<file path="src/rtl/aes_byte_sequencer.sv">
// Byte-serial front end for a 128-bit AES core: gathers 16 plaintext and 16 key
// bytes, launches the core, and streams the 16 ciphertext bytes back out.
module aes_byte_sequencer #(
    parameter int TIMEOUT = 32
) (
    input  logic         clk,
    input  logic         reset,
    input  logic         in_valid,
    input  logic [7:0]   in_data,
    output logic         in_ready,
    output logic         out_valid,
    output logic [7:0]   out_data,
    input  logic         out_ready,
    output logic         core_load,
    output logic [127:0] core_plaintext,
    output logic [127:0] core_key,
    input  logic         core_done,
    input  logic [127:0] core_cyphertext,
    output logic         busy,
    output logic         err_timeout
);
    localparam int WW = (TIMEOUT < 2) ? 1 : $clog2(TIMEOUT + 1);

    typedef enum logic [1:0] {IDLE_IN, START, WAIT, DRAIN} state_t;

    state_t         state;
    logic [4:0]     cnt;
    logic [WW-1:0]  wait_cnt;
    // Bytes 1..15 still to be drained; byte 0 goes straight into out_data.
    logic [119:0]   ct;

    always_ff @(posedge clk or posedge reset) begin
        if (reset) begin
            state          <= IDLE_IN;
            cnt            <= '0;
            wait_cnt       <= '0;
            ct             <= '0;
            in_ready       <= 1'b1;
            out_valid      <= 1'b0;
            out_data       <= '0;
            core_load      <= 1'b0;
            core_plaintext <= '0;
            core_key       <= '0;
            busy           <= 1'b0;
            err_timeout    <= 1'b0;
        end else begin
            core_load   <= 1'b0;
            err_timeout <= 1'b0;
            case (state)
                IDLE_IN: begin
                    if (in_valid) begin
                        if (!cnt[4]) core_plaintext <= {core_plaintext[119:0], in_data};
                        else         core_key       <= {core_key[119:0], in_data};
                        if (cnt == 5'd31) begin
                            cnt       <= '0;
                            state     <= START;
                            core_load <= 1'b1;
                            in_ready  <= 1'b0;
                            busy      <= 1'b1;
                        end else begin
                            cnt <= cnt + 5'd1;
                        end
                    end
                end
                START: begin
                    wait_cnt <= '0;
                    state    <= WAIT;
                end
                WAIT: begin
                    if (core_done) begin
                        ct        <= core_cyphertext[119:0];
                        out_data  <= core_cyphertext[127:120];
                        out_valid <= 1'b1;
                        cnt       <= '0;
                        wait_cnt  <= '0;
                        state     <= DRAIN;
                    end else if (wait_cnt == WW'(TIMEOUT - 1)) begin
                        // TIMEOUT WAIT cycles have elapsed with no result.
                        err_timeout <= 1'b1;
                        wait_cnt    <= '0;
                        in_ready    <= 1'b1;
                        busy        <= 1'b0;
                        state       <= IDLE_IN;
                    end else begin
                        wait_cnt <= wait_cnt + 1'b1;
                    end
                end
                DRAIN: begin
                    if (out_ready) begin
                        if (cnt == 5'd15) begin
                            cnt       <= '0;
                            out_valid <= 1'b0;
                            out_data  <= '0;
                            in_ready  <= 1'b1;
                            busy      <= 1'b0;
                            state     <= IDLE_IN;
                        end else begin
                            cnt      <= cnt + 5'd1;
                            out_data <= ct[119:112];
                            ct       <= {ct[111:0], 8'h00};
                        end
                    end
                end
                default: begin
                    state    <= IDLE_IN;
                    in_ready <= 1'b1;
                    busy     <= 1'b0;
                end
            endcase
        end
    end
endmodule

</file>
<file path="config.mk">
export PLATFORM = sky130hd
export DESIGN_NAME = aes_byte_sequencer
export DESIGN_NICKNAME = d
export VERILOG_FILES = /design/src/rtl/aes_byte_sequencer.sv
export SDC_FILE = /design/constraint.sdc
export NUM_CORES = 1
export LEC_CHECK = 0
export BUFFER_PORTS_ARGS = -buffer_cell sky130_fd_sc_hd__buf_2
export CORE_MARGIN = 2
export CORE_UTILIZATION = 53
export CTS_CLUSTER_SIZE = 20
export DETAILED_ROUTE_END_ITERATION = 8
export PLACE_DENSITY = 0.8
export REMOVE_ABC_BUFFERS = 1
export SYNTH_ARGS = -nofsm -noshare
export SYNTH_HDL_FRONTEND = slang
export SYNTH_SLANG_ARGS = --single-unit
</file>
<file path="constraint.sdc">
create_clock -name clk -period 15.2 [get_ports clk]
set_clock_uncertainty 0.05 [all_clocks]
set_input_delay 3.04 -clock clk [delete_from_list [all_inputs] [get_ports clk]]
set_output_delay 3.04 -clock clk [all_outputs]
set_load 0.02 [all_outputs]
</file>
==> Implementation_results.wiki, run 1 <==
{| class="wikitable"
! Metric !! Value
|-
| Final GP Congestion || roughly 0.82
|-
| Number of port buffers || roughly 410
|-
| Master cell of the clock root buffer || clkbuf_16
|-
| Worst vdd ir || ~0.14 mV
|-
| Site Rows || 64
|-
| Post-route non-filler standard cell count || roughly 2000
|-
| Critical path class || input pin to flip-flop
|-
| Combined area of all synthesized cells || around 16000 um^2
|-
| Total power divided by cell area || approximately 210 nW/um^2
|-
| Initial antenna violation count || 14
|-
| Fin. Hold Viols || 0
|-
| Final core area utilization || 65.7%
|-
| Clock slew seen by the registers of the worst setup and hold paths || approximately 0.060 ns
|-
| Status || completed
|-
| Number of nets still failing antenna checks after routing || 0
|-
| Number of global-route vias before repair || about 11000
|-
| Total of cells resized after clock tree synthesis || 0
|-
| Class of the tightest hold or removal check || flip-flop to flip-flop
|-
| Average wire length per cell after detail routing || 18.0 um
|-
| Setup-violating endpoint count in the final report || 0
|-
| Setup crit end kind || flip-flop
|-
| Drt drc || 0
|-
| Highest net fanout along the worst path || 134
|-
| Buffering stage count on the worst path with inverters included || 2
|-
| Final Net Count || 1739
|-
| Max Buffers Root-to-Sink || 3
|-
| Register Area || slightly above 10000 um^2
|-
| R2R depth || 4
|-
| Cells along the critical path || buf_2, nor2b_4, a211o_4, buf_4, o21ai_0
|-
| Number of storage elements in the synthesis netlist || 402
|-
| Final worst path period share || between 30% and 40%
|-
| RSZ-0062 raised after global routing || false
|-
| Cell count after placement || about 1900
|-
| Worst-case headroom to the max-slew limit || 22.6%
|-
| HPWL after detailed placement || roughly 25 mm
|-
| Layout cell share with drive strength beyond 1 || a little under half
|-
| Initial core utilization || a little over half
|-
| Number of library cell types mapped by synthesis || 39
|-
| Portion of the post-synthesis area used by sequential elements || about 60%
|-
| Synth-to-layout area growth || 22.6%
|-
| Slowest CP cell || a211o_4
|-
| Area taken by multi-input logic gates || between 5000 and 6000 um^2
|-
| Later-pin clock latency in the skew report || around 0.52 ns
|-
| Max stage delay on crit path || 0.84 ns
|-
| Clock tree from TritonCTS || yes
|-
| Gate family responsible for the most delay along the worst path || compound AO/OA/AOI/OAI gates
|-
| Number of cells produced by synthesis || about 1200
|-
| Core Area || between 30000 and 40000 um^2
|-
| Count of fill cells added during filler insertion || 2254
|-
| Fmax achieved || about 0.19 GHz
|-
| Global-route wire length before repair || around 60 mm
|-
| Most common cell after layout, fill and taps aside || buf_2
|-
| Area of the die || 32200 um^2
|-
| Sinks on Clock Net || between 400 and 500
|-
| Hold Buf Count CTS || 0
|-
| Total number of H-tree levels || 2
|-
| Crit path arrival time || between 5 and 6 ns
|-
| Most frequent cells in the layout || buf_2 (409), dfrtp_1 (401), mux2_2 (256)
|-
| Synth warn || 0
|-
| Total negative setup slack || 0 ns
|-
| Combined global-route utilization of all metal layers || a little under a quarter
|-
| Remaining Overflow, GRT || 0
|-
| Height of the die || 179 um
|-
| DRT iter0 DRCs || 579
|-
| Largest net degree at the start of global routing || around 140
|-
| Slew at the pin closest to its max-slew limit || 1.16 ns
|-
| WL final || 36.5 mm
|-
| Detailed Routing Iterations Pass 1 || 4
|-
| Post-route minimum period || between 5 and 6 ns
|-
| Design Area, Final || between 15000 and 20000 um^2
|-
| Leakage power summed over all cells || about 10 nW
|-
| Average vias per placed instance || about 5.3
|-
| Worst setup SP type || input pin
|-
| Routed vias || between 10000 and 15000
|-
| Required time worst endpoint || 15.51 ns
|-
| Setup Fix Bufs, Post-CTS || 0
|-
| Max-cap violation count || 0
|-
| Inserted Clock Buffers || 42
|-
| I/O pins || approximately 400
|-
| Post-placement cell area || 18600 um^2
|-
| Levels on crit path || 5
|-
| Final slew viol count || 0
|-
| Overall die width || roughly 180 um
|-
| Worst Hold Depth || 2
|-
| Mean post-synth cell area || about 14 um^2
|}
## synthesized netlist by cell type (all sizes together)
cell     instances  share of area (%)
dfrtp          401                 62
mux2           256                 18
nand2          120                2.8
o21ai          120                3.7
mux2i          113                6.9
buf             57                2.1
a21oi           19               0.58
clkbuf          15               0.35
nor2            15               0.36
nor2b           14               0.58
a22o            12               0.64
ha              10               0.77
inv              7               0.16
nand3            7               0.21
and3             4               0.15
nand2b           4               0.15
o31ai            4               0.18
a21o             3               0.14
nor3             3               0.12
nor4             2              0.077
a2111oi          1              0.054
a211o            1               0.11
a211oi           1              0.077
a2bb2oi          1              0.054
a31oi            1              0.038
dfstp            1               0.16
o22a             1              0.054
o41ai            1              0.054
or2              1              0.038
or2b             1              0.046
or3b             1              0.054
or4              1              0.046
## report_power, final
part           switching [W]  internal (W)
registers           0.000257       0.00147
logic               0.000905      0.000623
clock network       0.000401      0.000609
## cell families after synthesis
family / Yosys count / share of synthesized area, %
DFF: 402 / 61.7
muxes: 369 / 24.6
and+or+nand+nor: 173 / 4.61
AOI/OAI and AO/OA: 165 / 5.67
buffers and inverters: 79 / 2.63
adders and majority gates: 10 / 0.767
## cell type report
cell class	count	share of cell area, %
multi-input combinational	717	29.3
inverter	7	0.169
clock buffer	60	6.31
clock inverter	14	0.639
sequential	402	50.3
timing repair buffer	418	10.6
antenna	15	0.188
tap	396	2.48
## layer usage
layer  vias up  GRT usage [%]  share of wire (%)
li1       5030              -                  -
met1      5259           28.8                 41
met2       313           36.5                 48
met3       114           4.56                5.4
met4         2           12.4                5.0
met5         -              0              0.044
## through the flow
stage	hold slack [ns]	total power (W)	worst slack (ns)
after floorplan	0.400	0.00285	0.931
after global placement	0.405	0.00320	9.53
after detailed placement	0.409	0.00328	9.49
after CTS	0.435	0.00430	10.05
after global routing	0.457	0.00453	9.71
final	0.432	0.00427	10.02
## state kept, by name, summed over array words and instances, names as in the netlist, 2 cells and up
name            cells
state               2
core_key          128
cnt                 5
core_plaintext    128
out_data            8
wait_cnt            6
ct                120
## final timing paths
kind	endpoint	slack [ns]	startpoint
worst max-delay path	ct[98]	10.02	core_done
worst min-delay path	ct[108]	0.43	ct[108]
worst max register to register	ct[98]	11.71	state[0]
worst min register to register	ct[108]	0.43	ct[108]
max in group asynchronous	ct[40]	10.16	reset
min in group asynchronous	core_key[100]	2.61	reset
## worst min-delay path, stage by stage (launching register included)
cell and delay, ns:
dfrtp_1 0.34, nand2_1 0.05, o21ai_0 0.06
Note: power is estimated with default switching activity, not from simulation.
==> inputs of run 2 (changes only) <==
- CORE_UTILIZATION: 53 -> 48
- PLACE_DENSITY: 0.8 -> 0.76
- clock period: 15.2 -> 4.75 ns (I/O delays scaled with it)
==> run 2 against run 1 <==
  * Via count fell by 0.79%
  * Non-clock buffer count rose by 5
  * First-iteration DRC count fell by 15%
  * Worst hold slack got worse by 0.017 ns
  * Wire length rose by 0.38%
  * Combinational power rose to 3.2 times the previous value
  * Critical path type is now flip-flop to flip-flop
  * Global-route usage fell by 2.1 points
==> Implementation_results.wiki, run 2 (same netlist as run 1, synthesis figures left out) <==
{| class="wikitable"
! Metric !! Value
|-
| Master cell of the clock root buffer || clkbuf_16 (unchanged)
|-
| Sinks on Clock Net || 402 (unchanged)
|-
| Post-placement cell area || 18700 um^2 (was 18600 um^2)
|-
| Pwr Total || 0.0137 W (was 0.00427 W)
|-
| Drt drc || 0 (unchanged)
|-
| Max-cap violation count || 0 (unchanged)
|-
| Count of fill cells added during filler insertion || 2720 (was 2254)
|-
| Largest net degree at the start of global routing || 129 (was 135)
|-
| Clock tree from TritonCTS || yes (unchanged)
|-
| Setup Fix Bufs, Post-CTS || 0 (unchanged)
|-
| Site Rows || 67 (was 64)
|-
| Detailed Routing Iterations Pass 1 || 4 (unchanged)
|-
| Slew at the pin closest to its max-slew limit || 1.10 ns (was 1.16 ns)
|-
| Inserted Clock Buffers || 42 (unchanged)
|-
| Worst setup SP type || flip-flop (was input pin)
|-
| Total number of H-tree levels || 2 (unchanged)
|-
| Design Area, Final || 20100 um^2 (was 20000 um^2)
|-
| Average vias per placed instance || 5.09 (was 5.28)
|-
| Total negative setup slack || 0 ns (unchanged)
|-
| HPWL after detailed placement || 25.8 mm (was 25.4 mm)
|-
| Final worst path period share || between 50% and 60%
|-
| Final GP Congestion || 0.802 (was 0.825)
|-
| Combined global-route utilization of all metal layers || 20.5% (was 22.6%)
|-
| Leakage power summed over all cells || 10.4 nW (about the same)
|-
| Clock slew seen by the registers of the worst setup and hold paths || 0.06 ns (about the same)
|-
| Fin. Hold Viols || 0 (unchanged)
|-
| Height of the die || 188 um (was 179 um)
|-
| Post-route minimum period || approximately 2.7 ns
|-
| Highest net fanout along the worst path || 89 (was 134)
|-
| Number of global-route vias before repair || 10800 (was 11008)
|-
| Setup-violating endpoint count in the final report || 0 (unchanged)
|-
| Initial antenna violation count || 19 (was 14)
|-
| Setup crit end kind || flip-flop (unchanged)
|-
| Area of the die || 35500 um^2 (was 32200 um^2)
|-
| Total power divided by cell area || 680 nW/um^2 (was 213 nW/um^2)
|-
| RSZ-0062 raised after global routing || false (unchanged)
|-
| Routed vias || 10633 (was 10718)
|-
| Worst vdd ir || 0.430 mV (was 0.144 mV)
|-
| Final slew viol count || 0 (unchanged)
|-
| Later-pin clock latency in the skew report || 0.51 ns (was 0.52 ns)
|-
| Total of cells resized after clock tree synthesis || 0 (unchanged)
|-
| Number of port buffers || 409 (unchanged)
|-
| Class of the tightest hold or removal check || flip-flop to flip-flop (unchanged)
|-
| Biggest regs || core_key x128, core_plaintext x128, ct x120 (unchanged)
|-
| Required time worst endpoint || 5.10 ns (was 15.51 ns)
|-
| Layout cell share with drive strength beyond 1 || 46.5% (was 46.6%)
|-
| Fmax achieved || about 0.37 GHz
|-
| Crit path arrival time || 3.07 ns (was 5.48 ns)
|-
| Overall die width || 188 um (was 179 um)
|-
| I/O pins || 410 (unchanged)
|-
| Critical path class || flip-flop to flip-flop (was input pin to flip-flop)
|-
| Max Buffers Root-to-Sink || 3 (unchanged)
|-
| Synth-to-layout area growth || 23.5% (was 22.6%)
|-
| Final Net Count || 1744 (was 1739)
|-
| Core Area || 33500 um^2 (was 30400 um^2)
|-
| Initial core utilization || 48.6% (was 53.6%)
|-
| Global-route wire length before repair || 58.5 mm (was 59.3 mm)
|-
| Flop-to-flop setup slack || 2.03 ns (was 11.71 ns)
|-
| Average wire length per cell after detail routing || 17.5 um (was 18.0 um)
|-
| Most frequent cells in the layout || buf_2 (409), dfrtp_1 (401), mux2_2 (256) (unchanged)
|-
| Most common cell after layout, fill and taps aside || buf_2 (unchanged)
|-
| Number of nets still failing antenna checks after routing || 0 (unchanged)
|-
| Hold Buf Count CTS || 0 (unchanged)
|-
| WL final || 36.7 mm (was 36.5 mm)
|-
| DRT iter0 DRCs || 490 (was 579)
|-
| Status || completed (unchanged)
|-
| Worst-case headroom to the max-slew limit || 26.3% (was 22.6%)
|-
| Remaining Overflow, GRT || 0 (unchanged)
|}
run 2: changes by cell type in the layout (fill, tap and decap cells not counted), sizes merged:
| cell | previous run | this run |
|---|---|---|
| clkinv | 11 | 7 |
| bufinv | 2 | 3 |
| inv | 8 | 9 |
| buf | 418 | 423 |
| diode | 15 | 18 |
| clkbuf | 60 | 62 |
run 2: layout make-up:
class | count | area, um^2 | area share [%]
Multi-Input combinational cell | 717 | 5850 | 29.1
Clock inverter | 12 | 143 | 0.708
Antenna cell | 18 | 45.0 | 0.224
Sequential cell | 402 | 10100 | 49.9
Timing Repair Buffer | 423 | 2200 | 10.9
Inverter | 7 | 33.8 | 0.168
Clock buffer | 62 | 1250 | 6.19
Tap cell | 448 | 561 | 2.78
run 2: worst paths after layout:
path                       depth (start not counted)  startpoint           endpoint
setup / recovery                                   7      cnt[0]              ct[1]
hold / removal                                     2    in_ready           in_ready
setup reg to reg                                   7      cnt[0]              ct[1]
hold reg to reg                                    2    in_ready           in_ready
max in group asynchronous                          3       reset  core_plaintext[6]
min in group asynchronous                          2       reset      core_key[111]
run 2: power by group:
group | switching (W) | internal [W]
clock network | 0.00129 | 0.00198
registers | 0.000811 | 0.00470
logic | 0.00290 | 0.00202
run 2: layer usage:
metal	part of all wire (%)	vias up	track usage, %
met5	0.035	-	0
met4	4.8	2	10.7
met3	5.4	105	4.28
met2	49	296	33.9
met1	41	5188	25.4
li1	-	5042	-
run 2: per-stage QoR:
stage | cells | setup slack, ns | hold slack, ns | util, %
2_1_floorplan | 1126 | -7.43 | 0.400 | -
5_1_grt | 2089 | 1.75 | 0.441 | 60.1
4_1_cts | 2071 | 2.03 | 0.414 | 59.9
3_5_place_dp | 1997 | 1.92 | 0.404 | 55.8
3_3_place_gp | 1997 | 1.98 | 0.403 | 55.8
6_report | 2089 | 2.03 | 0.415 | 60.1
run 2: critical path: stages (launching register included):
cell and delay [ns]:
dfrtp_1 0.40, ha_1 0.23, and3_1 0.22, ha_1 0.21
nand2b_1 0.16, a211o_4 0.60, buf_4 0.39, a22o_1 0.27
